$ cat src/rtl/store_byte_rmw.sv
// Narrows a 16-bit register value for SB and read-modify-writes it into word memory; SW passes through.
// Optional build macro TRUNC_CHECK_EN flags SB values whose upper byte is non-zero.
module store_byte_rmw #(
  parameter bit BIG_ENDIAN = 1'b0
) (
  input  logic        clk,
  input  logic        rst,
  input  logic        st_valid,
  input  logic        st_size,
  input  logic [15:0] st_addr,
  input  logic [15:0] st_data,
  output logic        st_ready,
  output logic        st_done,
  output logic        st_err,
  output logic        mem_en,
  output logic        mem_wr,
  output logic [15:0] mem_addr,
  output logic [15:0] mem_wdata,
  input  logic [15:0] mem_rdata
);

  typedef enum logic [2:0] {S_IDLE, S_RD, S_MRG, S_WR, S_ERR} state_t;

  state_t      r_state;
  logic [15:0] r_addr;
  logic [15:0] r_data;
  logic        r_size;
  logic [15:0] r_merge;
  logic        r_en;
  logic        r_wr;
  logic        r_done;
  logic        r_err;

  logic        w_hi_lane;
  logic [15:0] w_merged;
  logic        w_trunc;

  // Upper lane is picked when the address LSB differs from the endian setting.
  assign w_hi_lane = r_addr[0] ^ BIG_ENDIAN;
  assign w_merged  = w_hi_lane ? {r_data[7:0], mem_rdata[7:0]}
                               : {mem_rdata[15:8], r_data[7:0]};

`ifdef TRUNC_CHECK_EN
  assign w_trunc = (r_data[15:8] != 8'h00);
`else
  assign w_trunc = 1'b0;
`endif

  assign st_ready  = (r_state == S_IDLE);
  assign st_done   = r_done;
  assign st_err    = r_err;
  assign mem_en    = r_en;
  assign mem_wr    = r_wr;
  assign mem_addr  = {r_addr[15:1], 1'b0};
  // Both sources are registers, so the write data is stable for the whole WR cycle.
  assign mem_wdata = r_size ? r_data : r_merge;

  always_ff @(posedge clk) begin
    if (!rst) begin
      r_state <= S_IDLE;
      r_addr  <= 16'h0000;
      r_data  <= 16'h0000;
      r_size  <= 1'b0;
      r_merge <= 16'h0000;
      r_en    <= 1'b0;
      r_wr    <= 1'b0;
      r_done  <= 1'b0;
      r_err   <= 1'b0;
    end else begin
      r_en   <= 1'b0;
      r_wr   <= 1'b0;
      r_done <= 1'b0;
      r_err  <= 1'b0;
      case (r_state)
        S_IDLE: begin
          if (st_valid) begin
            r_addr <= st_addr;
            r_data <= st_data;
            r_size <= st_size;
            if (!st_size) begin
              r_state <= S_RD;
              r_en    <= 1'b1;
            end else if (!st_addr[0]) begin
              r_state <= S_WR;
              r_en    <= 1'b1;
              r_wr    <= 1'b1;
              r_done  <= 1'b1;
            end else begin
              r_state <= S_ERR;
              r_done  <= 1'b1;
              r_err   <= 1'b1;
            end
          end
        end
        S_RD: begin
          r_state <= S_MRG;
        end
        S_MRG: begin
          // Read data is valid in this cycle; the merged word is driven in WR.
          r_merge <= w_merged;
          r_state <= S_WR;
          r_en    <= 1'b1;
          r_wr    <= 1'b1;
          r_done  <= 1'b1;
          r_err   <= w_trunc;
        end
        S_WR:    r_state <= S_IDLE;
        S_ERR:   r_state <= S_IDLE;
        default: r_state <= S_IDLE;
      endcase
    end
  end

endmodule

$ cat config.mk
export PLATFORM = sky130hd
export DESIGN_NAME = store_byte_rmw
export DESIGN_NICKNAME = d
export VERILOG_FILES = /design/src/rtl/store_byte_rmw.sv
export SDC_FILE = /design/constraint.sdc
export NUM_CORES = 1
export LEC_CHECK = 0
export CORE_MARGIN = 4
export CORE_UTILIZATION = 47
export CTS_BUF_LIST = sky130_fd_sc_hd__clkbuf_16
export CTS_CLUSTER_SIZE = 10
export DETAILED_ROUTE_END_ITERATION = 10
export PLACE_DENSITY = 0.81
export REMOVE_ABC_BUFFERS = 1
export SYNTH_ARGS = -nofsm -noshare
export SYNTH_HDL_FRONTEND = slang
export SYNTH_SLANG_ARGS = --single-unit
$ cat constraint.sdc
create_clock -name clk -period 1.8 [get_ports clk]
set_input_delay 0.45 -clock clk [delete_from_list [all_inputs] [get_ports clk]]
set_output_delay 0.45 -clock clk [all_outputs]
set_load 0.05 [all_outputs]
* Word level (Yosys, flattened, before mapping) *
Cells that the tools add are included.

word-level totals
  register bits = 56
  latch bits = 0
  bits in writable memories = 0
  bits in read-only memories = 0
  input port bits = 52
  output and inout bits = 37
  word-level logic and storage cells = 32
  memories kept = 0

operators by class
  $add $sub $neg = 0
  multiply operators = 0
  div/mod/pow operators = 0
  magnitude comparators = 0
  eq/ne operators = 3
  shifts and indexed selects = 0
  mux-type cells = 17
  bitwise gates (word level) = 0
  reduce and logical (&&, ||, !) cells = 3

operators with widths
  kind                                                 count
  two-way mux 16 bit                                   2
  two-way mux 3 bit                                    3
  one-hot mux 3 bit (3 select lines)                   1
  two-way mux 1 bit                                    8
  one-hot mux 1 bit (2 select lines)                   3
  AND reduction 4 bit                                  1
  equality test 3 x 1 -> 1 bit, second input constant  1
  equality test 3 x 2 -> 1 bit, second input constant  1
  logical NOT 3 bit                                    1
  inequality test 2 bit, second input constant         1
  AND reduction 2 bit                                  1

* Longest topological paths before layout *
  word-level depth = 4
  depth in mapped cells = 4

* Worst setup path after synthesis *
Ideal clock, no wire load.

  path type = reg-to-output
  from = reg r_state[2]
  to = out st_ready
  data arrival time = 1.737 ns
  data required time = 1.350 ns
  setup slack = -0.387 ns
  stages on the path, launching flop included = 4
  path buffers = 2
  cells stage by stage = dfxtp_1 buf_2 buf_2 nor3_1

between the ends
  longest elaborated chain between the ends = 1

ends and longest elaborated chain
  what                      line  source
  start: declaration        24    state_t r_state;
  start signal: assignment  60    r_state <= S_IDLE;
  start signal: assignment  81    r_state <= S_RD;
  start signal: assignment  84    r_state <= S_WR;
  logical NOT 3 bit         49    assign st_ready = (r_state == S_IDLE);
  end: declaration          12    output logic st_ready,

Every way passes these cells.

* Final worst setup path *
  from = reg r_size
  to = out mem_wdata[1]

between the ends
  longest elaborated chain between the ends = 1

ends and longest elaborated chain
  what                      line  source
  start: declaration        27    logic r_size;
  start signal: assignment  79    r_size <= st_size;
  two-way mux 16 bit        56    assign mem_wdata = r_size ? r_data : r_merge;
  end: declaration          18    output logic [15:0] mem_wdata,

Every way passes these cells.

==> out/results.tsv <==
metric	value	unit
drive_gt1_share	20.89	%
outcome	completed	
startpoint_type	flip-flop	
p_sw_share	30.67	%
clock-skew-final	0.004206	ns
p_per_area	861.3	mW/mm2
p_int	0.002261	W
postRouteAntennaNets	0	
clkLatencyLatePin	0.28	ns
grt_usage	18.31	%
synthArstFlopShare	0	%
fp.dieW	85.76	um
place_area	0.003531	mm2
final.fill_count	500	
grt_start_max_net_pins	55	
leakage	1.488	nW
clkTransAtPathRegs	0.07	ns
fin_area	0.003786	mm2
synth_top_area_share	39.45	%
io_buffers	87	
min_from	r_data[13]$_SDFFE_PN0P_	
hp-class	reg2reg	
cts.sinks	56	
worstPathArrival	1.34	ns
pwr-share-clk	27.8	%
multi_input_area	0.001433	mm2
vias	2263	
wire_per_inst	15.47	um
initial_core_util	48.28	%
timing.rr.start	r_state[2]$_SDFFE_PN0P_	
cts_setup_buffers	0	
synthFlopType	dfxtp_1	
pin_count	89	
worstHoldPathCells	2	
p_comb_share	28.9	%
max_stage_delay	0.39	ns
ys_seq_elements	56	
syn_area	0.002841	mm2
clock_tree.buffer_depth	2	
setup_tns	0	ns
ys_warn_count	0	
die_h	85.76	um
syn_to_final_growth	33.25	%
use_met1	23.27	%
antennaDiodeCount	0	
net-switching-power	0.001000	W
cp_slowest_cell	dfxtp_4	
seqPwrFrac	43.3	%
cp-end-kind	output port	
firstDrtPassIters	4	
maxCapViolations	0	
startpoint	r_size$_SDFFE_PN0P_	
antenna_found_initial	0	
slew_violations	0	
period_share	99.33	%
layout_common_cells	nand2_1, dfxtp_1, clkdlybuf4s50_1	
std_cell_rows	28	
h-tree-depth	2	
drc	0	
grt_pass1_vias	2239	
cts_hold_buf	0	
cts_buffers	5	
synth_edf_count	0	
timing_hold_violations_final	0	
worst-r2r-cell-count	4	
netlist_instances	297	
avgSynthCellArea	9.567	um2
dieArea	0.007354	mm2
layout.cells.most_common	nand2_1	
finalCriticalPeriod	1.788	ns
grt_overflow	0	
top_usage_layer	met2	
peakVddDrop	0.5575	mV
wirelength	6713	um
rsz0062_at_grt	yes	
drt_iter0_markers	134	
nNetsFinal	411	
final-seq-area	0.001125	mm2
core_area	0.005886	mm2
finalSetupViolations	0	
grt_pass1_wl	10860	um
viasPerCell	5.214	
use_met3	6.340	%
cts_root_buf	clkbuf_16	
crit_required	1.35	ns
hpwl	4395	um
synth_cell_type_count	24	
synth_largest_area_cell	dfxtp_1	
grtUsageMet2	30.37	%
cts_tree	built	
ys_seq_area_share	39.45	%
place_congestion	0.7087	
fmax	559.3	MHz
worstPathMaxFanout	9	
synth_top_cells_by_area	dfxtp_1, mux2i_1, nand2_1	
crit_type	reg2out	
worstPathCellList	buf_12 -> mux2_2 -> buf_6	
## state kept, by name, summed over array words and instances, names as in the netlist
register / flops
mem_en: 1
r_data: 16
st_done: 1
r_size: 1
r_state: 3
r_addr: 16
mem_wr: 1
r_merge: 16
st_err: 1
## synth_stat cells (3+ instances only)
library cell,number
nand2_1,66
dfxtp_1,56
mux2i_1,49
o211ai_1,32
buf_4,18
buf_2,17
nand3b_1,17
mux2_2,16
a21oi_1,4
buf_12,3
clkbuf_1,3
## stage by stage
stage          hold slack [ns]  util, %  worst slack [ns]  power (W)  cells
2_1_floorplan           0.4313        -            -1.912   0.001974    254
3_3_place_gp            0.4382    59.99          0.005887   0.002314    426
3_5_place_dp            0.4445    59.99          -0.08081   0.002331    426
4_1_cts                 0.4588    63.95          0.001435   0.003288    434
5_1_grt                 0.4849    64.33          -0.01981   0.003415    434
6_report                0.4599    64.33           0.01203   0.003261    434
## cells by family after synthesis
family / after synthesis / share of synthesized area, %
and+or+nand+nor: 92 / 15.81
muxes: 65 / 23.60
AOI/OAI and AO/OA: 38 / 10.04
buffers and inverters: 45 / 10.96
DFF: 56 / 39.45
other: 1 / 0.1320
## power groups by stage
stage	logic (W)	registers [W]	clock network, W
finish	0.000941	0.00141	0.000906
global route	0.000996	0.00142	0.000995
CTS	0.000939	0.00141	0.000939
detailed placement	0.000896	0.00143	0
global placement	0.000886	0.00143	0
floorplan	0.000401	0.00157	0
## final timing paths
check	end	slack [ns]
max	mem_wdata[1]	0.01
min	r_data[13]$_SDFFE_PN0P_	0.46
max reg2reg	r_merge[13]$_SDFFE_PN0N_	0.48
min reg2reg	r_data[13]$_SDFFE_PN0P_	0.46
## critical path, delay by kind of cell, from the launching register on
kind	cells	cell delay, ns
buffers and inverters	2	0.31
multiplexers	1	0.35
flip-flops	1	0.39
## routing by layer
layer	up-vias	share of wire [%]
li1	1140	-
met1	1056	43
met2	65	49
met3	2	7.2
met4	0	0.37
met5	-	0
## what timing repair did
item                       4_1_cts  5_1_grt
setup endpoints to repair       16       12
gates resized for setup         21        6
gates cloned                     1        0
## final cells by class
cell class / count / share of cell area [%]
Clock inverter: 2 / 0.2313
Tap cell: 75 / 2.479
Sequential cell: 56 / 29.71
Timing Repair Buffer: 98 / 26.24
Multi-Input combinational cell: 196 / 37.84
Clock buffer: 5 / 3.305
Inverter: 2 / 0.1983
No activity file was read; power rests on OpenSTA's default activity.
